[src/rtl/program_counter_rs.sv]
// Program counter with increment, jump/branch, a call/return stack and sticky fault flags.
// Every output comes straight from a register, so nothing passes combinationally from input to output.
module program_counter_rs #(
    parameter int             N           = 6,
    parameter int             STACK_DEPTH = 4,
    parameter logic [N-1:0]   RESET_ADDR  = '0
) (
    input  logic                               Clock,
    input  logic                               Reset_n,
    input  logic                               Stall,
    input  logic [2:0]                         Op,
    input  logic                               Cond,
    input  logic [N-1:0]                       PC_Input,
    input  logic [N-1:0]                       Offset,
    input  logic                               Clear_Flags,
    output logic [N-1:0]                       PC_Output,
    output logic [$clog2(STACK_DEPTH+1)-1:0]   Stack_Count,
    output logic                               Stack_Overflow,
    output logic                               Stack_Underflow,
    output logic                               Illegal_Op
);

    localparam int CW = $clog2(STACK_DEPTH + 1);
    localparam int AW = (STACK_DEPTH > 1) ? $clog2(STACK_DEPTH) : 1;

    logic [N-1:0]  pc, pc_n, pc_inc;
    logic [CW-1:0] cnt, cnt_n;
    logic          ovf, ovf_n;
    logic          unf, unf_n;
    logic          ill, ill_n;
    logic          push;
    logic          full, empty;
    logic [AW-1:0] wr_idx, rd_idx;
    logic [N-1:0]  stack [STACK_DEPTH];

    assign pc_inc = pc + N'(1);
    assign full   = (cnt == CW'(STACK_DEPTH));
    assign empty  = (cnt == '0);
    assign wr_idx = AW'(cnt);
    assign rd_idx = AW'(cnt - CW'(1));

    always_comb begin
        pc_n  = pc;
        cnt_n = cnt;
        ovf_n = ovf;
        unf_n = unf;
        ill_n = 1'b0;
        push  = 1'b0;
        if (!Stall) begin
            // Clearing first lets a fault in the same cycle win.
            if (Clear_Flags) begin
                ovf_n = 1'b0;
                unf_n = 1'b0;
            end
            unique case (Op)
                3'b000: pc_n = pc;
                3'b001: pc_n = pc_inc;
                3'b010: pc_n = Cond ? PC_Input : pc_inc;
                3'b011: pc_n = Cond ? pc_inc + Offset : pc_inc;
                3'b100: begin
                    pc_n = PC_Input;
                    if (full) begin
                        ovf_n = 1'b1;
                    end else begin
                        push  = 1'b1;
                        cnt_n = cnt + CW'(1);
                    end
                end
                3'b101: begin
                    if (empty) begin
                        pc_n  = pc_inc;
                        unf_n = 1'b1;
                    end else begin
                        pc_n  = stack[rd_idx];
                        cnt_n = cnt - CW'(1);
                    end
                end
                default: ill_n = 1'b1;
            endcase
        end
    end

    always_ff @(posedge Clock or negedge Reset_n) begin
        if (!Reset_n) begin
            pc  <= RESET_ADDR;
            cnt <= '0;
            ovf <= 1'b0;
            unf <= 1'b0;
            ill <= 1'b0;
        end else begin
            pc  <= pc_n;
            cnt <= cnt_n;
            ovf <= ovf_n;
            unf <= unf_n;
            ill <= ill_n;
        end
    end

    // Stack contents carry no reset; only the count defines validity.
    always_ff @(posedge Clock) begin
        if (push) begin
            stack[wr_idx] <= pc_inc;
        end
    end

    assign PC_Output       = pc;
    assign Stack_Count     = cnt;
    assign Stack_Overflow  = ovf;
    assign Stack_Underflow = unf;
    assign Illegal_Op      = ill;

endmodule

[config.mk]
export PLATFORM = sky130hd
export DESIGN_NAME = program_counter_rs
export DESIGN_NICKNAME = d
export VERILOG_FILES = /design/src/rtl/program_counter_rs.sv
export SDC_FILE = /design/constraint.sdc
export NUM_CORES = 1
export LEC_CHECK = 0
export ABC_CLOCK_PERIOD_IN_PS = 2900
export CAP_MARGIN = 10
export CORE_MARGIN = 1.5
export CORE_UTILIZATION = 55
export CTS_BUF_LIST = sky130_fd_sc_hd__clkbuf_4
export DETAILED_ROUTE_END_ITERATION = 8
export PLACE_DENSITY = 0.82
export SETUP_SLACK_MARGIN = 0.02
export SLEW_MARGIN = 20
export SYNTH_ARGS = -nofsm -noshare
export SYNTH_HDL_FRONTEND = slang
export SYNTH_SLANG_ARGS = --single-unit
[constraint.sdc]
create_clock -name Clock -period 2.9 [get_ports Clock]
set_input_delay 0.58 -clock Clock [delete_from_list [all_inputs] [get_ports Clock]]
set_output_delay 0.58 -clock Clock [all_outputs]
set_load 0.01 [all_outputs]
==> run metrics, run 1 <==
EDFF count, synth 24; critical path endpoint category flip-flop; Synth Register Bits 36; part of the Yosys area used for sequential elements 48.2%; post-detailed-route via-to-cell ratio 6.00; number of max-cap violations 0; clock-pin slew reported for the worst setup and hold paths after clock tree synthesis 120 ps; ranking of synthesized cells by area sky130_fd_sc_hd__edfxtp_1, sky130_fd_sc_hd__dfrtp_1, sky130_fd_sc_hd__ha_1; Area growth, synth to finish 20.5%; I/O pins 32; dpl cell area 2490 um2; power density normalized to cell area 795 nW/um2; CTS tree built; CTS HTree Levels 2; fill count 279; antenna violations before repair 0; global-route wire length before repair 7300 um; area leader, netlist sky130_fd_sc_hd__edfxtp_1; period utilisation layout 90.3%; share of cell area taken by muxes after synthesis 7.27%; final period demand of the worst path 2620 ps; Post-CTS Hold Fix Bufs 0; total wirelength of the detailed-routed design 4420 um; GR Util All Layers 23.4%; largest family of logic cells by synthesized area compound AO/OA/AOI/OAI gates; Std-Cell Core Area 3690 um2; worst supply voltage drop on vdd 0.379 mV; Worst Path Max Fanout 7; 1st-pass router iterations 4; dominant synthesized flop cell sky130_fd_sc_hd__edfxtp_1; relative slew slack 60.6%; sink count of the clock tree 36; average wire per cell in the routed design 16.9 um; number of input and output port buffers inserted 31; slack of the critical path 281 ps; worst clock skew on the final layout 19.3 ps; number of global-route vias before repair 1,571; adder-cell share of the synthesized area 9.22%; fmax 382 MHz; number of buffers created by CTS 5; share of the synthesized area in the top cell type 34.0%; number of antenna-violating nets in the routed design 0; Total Neg Setup Slack 0 ps; Initial Utilization 57.4%; Ys Warns 0; Multi-input gate area 1010 um2; maximum buffer depth of the clock tree 2; Final #Nets 248; synthesized instance count 175; die area 4230 um2; transition time of the tightest slew-check pin 589 ps; filler-free cell count of the finished design 262; path type of the worst min-delay path flip-flop to flip-flop; Worst Setup Slack post-DPL 264 ps; Finish-stage setup viols 0; endpoint required time on the critical path 3200 ps; share of the synthesized area in compound gates (AO/OA/AOI/OAI) 15.5%; post-synthesis share of cell area spent on xor and xnor gates 3.31%; post-synth cell types 45; PostCTS Resize Cnt 0; fraction of final layout cells with drive strength greater than 1 7.48%; vias after detailed routing 1,571; leakage power of the design 0.960 nW; post-synthesis async set-or-reset flop share 33.3%; Register Area 1020 um2; Worst Setup Start Kind flip-flop; pins over their slew limit 0; status finished clean; Post-Route Hold Slack 518 ps; Post-Syn Area 2120 um2; unrepaired setup endpoints after global routing false; number of DRC violations after detailed routing 0; Synthesized Nets 210; arrival time of the worst setup path 2920 ps; iteration-0 DRC count of the detailed router 208; fin area 2550 um2; latest clock arrival within the worst-skew pair 370 ps; final weighted congestion in routability-driven placement 0.860; Post-Synth Simple-Gate Area 12.5%; number of placed instances, taps included 254; post-route core utilization 69.2%; Inserted Diodes 0; height of the die 65.0 um; Overflow after GRT 0; Synth Area per Inst 12.1 um2; maximum number of pins on one net before global-route repair 16; hold violation total from the final report 0; Die Span X 65.0 um; classification of the worst setup path flip-flop to flip-flop; buffers inserted during post-CTS setup optimization 0; CTS root buf sky130_fd_sc_hd__clkbuf_4; row count 22; overall power 2.03 mW; estimated wirelength of the detail-placed design 3370 um
-- cells in the final DEF (no fill, tap or decap), types with 2 or more instances in the layout --
master                             n
sky130_fd_sc_hd__clkdlybuf4s50_1  31
sky130_fd_sc_hd__edfxtp_1         24
sky130_fd_sc_hd__inv_1            15
sky130_fd_sc_hd__ha_1             14
sky130_fd_sc_hd__dfrtp_1          12
sky130_fd_sc_hd__a21oi_1          12
sky130_fd_sc_hd__o21ai_0           9
sky130_fd_sc_hd__nor2_1            7
sky130_fd_sc_hd__nand2_1           7
sky130_fd_sc_hd__nand3_1           5
sky130_fd_sc_hd__xnor2_1           5
sky130_fd_sc_hd__a22o_1            5
sky130_fd_sc_hd__mux4_1            5
sky130_fd_sc_hd__clkbuf_4          5
sky130_fd_sc_hd__and2_1            4
sky130_fd_sc_hd__buf_4             4
sky130_fd_sc_hd__xor2_1            3
sky130_fd_sc_hd__nand2b_1          3
sky130_fd_sc_hd__nor2b_1           3
sky130_fd_sc_hd__nand3b_1          3
sky130_fd_sc_hd__a31oi_1           3
sky130_fd_sc_hd__and3_1            2
sky130_fd_sc_hd__nor4_1            2
sky130_fd_sc_hd__nor3_1            2
sky130_fd_sc_hd__o22ai_1           2
sky130_fd_sc_hd__o211ai_1          2
sky130_fd_sc_hd__a22oi_1           2
sky130_fd_sc_hd__o22a_1            2
sky130_fd_sc_hd__nor3b_1           2
sky130_fd_sc_hd__nand4b_1          2
sky130_fd_sc_hd__clkinvlp_4        2
-- cell type report --
| type | count | area share [%] |
|---|---|---|
| clock inverter | 3 | 0.932 |
| clock buffer | 5 | 1.47 |
| sequential | 36 | 40.0 |
| multi-input combinational | 120 | 39.7 |
| timing repair buffer | 35 | 13.3 |
| tap | 48 | 2.35 |
| inverter | 15 | 2.21 |
-- registers in the layout (all words and copies together) (netlist names) --
| register | count |
|---|---|
| Stack_Overflow | 1 |
| stack | 24 |
| Stack_Underflow | 1 |
| PC_Output | 6 |
| Illegal_Op | 1 |
| Stack_Count | 3 |
-- synth_stat cells, drive strengths merged, types with 3 or more instances --
| master | count |
|---|---|
| and2 | 4 |
| a21oi | 12 |
| mux4 | 6 |
| dfrtp | 12 |
| nor2 | 7 |
| buf | 3 |
| a31oi | 3 |
| nand3b | 3 |
| xnor2 | 5 |
| xor2 | 3 |
| o21ai | 9 |
| a22o | 5 |
| nand3 | 5 |
| inv | 15 |
| nor2b | 3 |
| nand2b | 3 |
| ha | 14 |
| nand2 | 7 |
| edfxtp | 24 |
-- worst max-delay path: stages (launching register included) --
cell and delay (ps):
sky130_fd_sc_hd__dfrtp_1 500, sky130_fd_sc_hd__ha_1 290, sky130_fd_sc_hd__xor2_1 340, sky130_fd_sc_hd__ha_1 310, sky130_fd_sc_hd__a21oi_1 280, sky130_fd_sc_hd__a21oi_1 110, sky130_fd_sc_hd__nand4b_1 270, sky130_fd_sc_hd__o31a_1 290
sky130_fd_sc_hd__o211ai_1 150
-- logic make-up after synthesis --
| group | count (synthesis) |
|---|---|
| flip-flops | 36 |
| AO/OA/AOI/OAI | 45 |
| adder cells (fa/ha/maj) | 15 |
| buffers and inverters | 19 |
| XOR/XNOR | 8 |
| AND/OR/NAND/NOR | 46 |
| multiplexers | 6 |
-- metal layers --
| metal | vias to the layer above | GRT usage [%] | share of wire [%] |
|---|---|---|---|
| met3 | 16 | 6.08 | 6.2 |
| met4 | 0 | 9.11 | 2.6 |
| met5 | - | 0 | 0 |
| li1 | 750 | - | - |
| met1 | 741 | 29.1 | 42 |
| met2 | 64 | 39.0 | 49 |
-- final timing paths --
check                                      from               to  slack (ps)  cells past startpoint
worst max-delay path               PC_Output[0]     PC_Output[5]         280                      8
worst min-delay path            Stack_Underflow  Stack_Underflow         520                      1
worst max register to register     PC_Output[0]     PC_Output[5]         280                      8
worst min register to register  Stack_Underflow  Stack_Underflow         520                      1
max in group asynchronous               Reset_n   Stack_Count[0]        1930                      1
min in group asynchronous               Reset_n     PC_Output[4]         570                      1
-- power by group --
part	leakage [nW]	switching, mW	internal [mW]
Sequential	0.362	0.0686	0.671
Combinational	0.571	0.517	0.490
Clock	0.0274	0.187	0.0952
Note: power is estimated with default switching activity, not from simulation.
==> inputs of run 2 (changes only) <==
CORE_UTILIZATION = 56   (was 55)
PLACE_DENSITY = 0.83   (was 0.82)
==> run 2 against run 1 <==
  * Routed wire length increased by 4.5%
  * Setup slack improved by 54 ps
  * Total power increased by 5.3%
  * Fmax increased by 2.1%
  * Die area decreased by 1.7%
  * Cell area increased by 0.88%
  * First-iteration DRC count decreased by 34%
  * Register-to-register slack improved by 50 ps
  * Sequential power about the same
  * Clock skew decreased by 4.6 ps
  * Hold slack improved by 2.3 ps
  * Core utilization increased by 1.7 points
  * Largest cell class unchanged
==> run metrics, run 2 (synthesized netlist as in run 1, its figures left out) <==
status finished clean; Comb pwr share 48.2% (-1.4 points); I/O pins 32 (unchanged); iteration-0 DRC count of the detailed router 137 (-34%); die area 4160 um2 (-1.7%); relative slew slack 57.3% (-3.3 points); Finish-stage setup viols 0 (unchanged); vias after detailed routing 1,564 (-0.45%); Total Neg Setup Slack 0 ps (unchanged); clock-pin slew reported for the worst setup and hold paths after clock tree synthesis 120 ps (about the same); Clk pwr share 17.1% (+3.2 points); largest reg by FF count stack; total wirelength of the detailed-routed design 4620 um (+4.5%); antenna violations before repair 0 (unchanged); most common cell after layout, fill and taps aside sky130_fd_sc_hd__clkdlybuf4s50_1; sink count of the clock tree 36 (unchanged); fmax 390 MHz (+2.1%); Overflow after GRT 0 (unchanged); period utilisation layout 88.5% (-1.9 points); height of the die 64.5 um (-0.85%); final period demand of the worst path 2570 ps (-54.1 ps); Post-CTS Hold Fix Bufs 0 (unchanged); Min-Delay Endpoint Stack_Underflow; CTS HTree Levels 2 (unchanged); buffers inserted during post-CTS setup optimization 0 (unchanged); Worst Path Max Fanout 7 (unchanged); endpoint of the worst register-to-register path PC_Output[5]; latest clock arrival within the worst-skew pair 340 ps (-30 ps); endpoint required time on the critical path 3160 ps (-40 ps); Sw Pwr 0.789 mW (+2.1%); row count 22 (unchanged); Worst Setup Start Kind flip-flop; final weighted congestion in routability-driven placement 0.879 (+2.2%); average wire per cell in the routed design 17.6 um (+4.5%); transition time of the tightest slew-check pin 635 ps (+45.5 ps); critical path endpoint category flip-flop; CTS root buf sky130_fd_sc_hd__clkbuf_4; worst hold path cell count 1 (unchanged); arrival time of the worst setup path 2830 ps (-90 ps); number of antenna-violating nets in the routed design 0 (unchanged); leakage power of the design 0.975 nW (+1.5%); fraction of final layout cells with drive strength greater than 1 7.48% (unchanged); number of DRC violations after detailed routing 0 (unchanged); post-detailed-route via-to-cell ratio 5.97 (-0.45%); PostCTS Resize Cnt 0 (unchanged); fin area 2570 um2 (+0.88%); Inserted Diodes 0 (unchanged); number of buffers created by CTS 5 (unchanged); sequential group share of total power 34.7% (-1.7 points); Initial Utilization 58.3% (+0.87 points); Final #Nets 248 (unchanged); number of global-route vias before repair 1,565 (-0.38%); switching part of the total power 36.9% (-1.2 points); setup slack, reg-to-reg 330 ps (+50 ps); 1st-pass router iterations 4 (unchanged); Die Span X 64.5 um (-0.85%); number of max-cap violations 0 (unchanged); startpoint of the lowest-slack register-to-register path PC_Output[0]; GR Util All Layers 24.4% (+1.0 points); unrepaired setup endpoints after global routing false; max reg flops 24 (unchanged); path type of the worst min-delay path flip-flop to flip-flop; critical hold path startpoint Stack_Underflow; fill count 279 (unchanged); CTS tree built; pins over their slew limit 0 (unchanged); hold violation total from the final report 0 (unchanged); cell internal power dissipation 1.35 mW (+7.3%); maximum buffer depth of the clock tree 2 (unchanged); Area growth, synth to finish 21.6%; estimated wirelength of the detail-placed design 3550 um (+5.6%); power density normalized to cell area 830 nW/um2 (+4.4%); worst supply voltage drop on vdd 0.585 mV (+55%); number of input and output port buffers inserted 31 (unchanged); dpl cell area 2490 um2 (unchanged); most used cells in the layout excluding fill and tap cells sky130_fd_sc_hd__clkdlybuf4s50_1, sky130_fd_sc_hd__edfxtp_1, sky130_fd_sc_hd__inv_1; number of cell instances on the worst register-to-register path 10 (+2); maximum number of pins on one net before global-route repair 16 (unchanged); global-route wire length before repair 7490 um (+2.6%); worst clock skew on the final layout 14.6 ps (-4.64 ps); classification of the worst setup path flip-flop to flip-flop; Std-Cell Core Area 3630 um2 (-1.5%)
run 2: how the worst max path moves through the flow:
stage | endpoint | from | depth (start not counted)
floorplan | PC_Output[5] | PC_Output[0] | 8
CTS | PC_Output[5] | PC_Output[0] | 10
detailed placement | stack[1][1] | Op[1] | 4
finish | PC_Output[5] | PC_Output[0] | 10
global placement | stack[1][4] | Op[1] | 4
global route | PC_Output[5] | PC_Output[0] | 8
run 2: per-stage QoR:
stage | hold WS [ps] | utilization, % | cells | setup slack [ps] | power, mW
2_1_floorplan | 284 | - | 175 | 684 | 1.40
3_3_place_gp | 479 | 68.5 | 254 | 373 | 1.72
3_5_place_dp | 492 | 68.5 | 254 | 222 | 1.78
4_1_cts | 521 | 70.8 | 262 | 369 | 2.14
5_1_grt | 541 | 70.8 | 262 | 202 | 2.27
6_report | 520 | 70.8 | 262 | 335 | 2.14
run 2: worst max-delay path, stage by stage, from the launching register on:
cell	delay, ps
sky130_fd_sc_hd__dfrtp_1	470
sky130_fd_sc_hd__ha_1	290
sky130_fd_sc_hd__nand3_1	120
sky130_fd_sc_hd__xor2_1	220
sky130_fd_sc_hd__inv_1	150
sky130_fd_sc_hd__ha_1	380
sky130_fd_sc_hd__nor3b_1	80
sky130_fd_sc_hd__a31oi_1	150
sky130_fd_sc_hd__nand4b_1	180
sky130_fd_sc_hd__o31a_1	270
sky130_fd_sc_hd__o211ai_1	170
run 2: power groups by stage:
stage	Clock [mW]	Combinational (mW)	Sequential, mW
finish	0.365	1.03	0.741
CTS	0.370	1.03	0.741
detailed placement	0	1.03	0.752
global placement	0	0.971	0.745
floorplan	0	0.632	0.771
global route	0.393	1.12	0.755
run 2: metal layers:
metal  global-route usage, %  routed length [um]
met1                    30.6                1930
met2                    42.1                2340
met3                    3.99                 275
met4                    10.1                  81
met5                       0                   0
run 2: area by class of cell:
type,count,area (um2),share of cell area [%]
Inverter,15,56.3,2.19
Sequential cell,36,1020,39.7
Multi-Input combinational cell,120,1010,39.3
Clock buffer,5,37.5,1.46
Clock inverter,3,46.3,1.80
Timing Repair Buffer,35,340,13.2
Tap cell,48,60.1,2.33
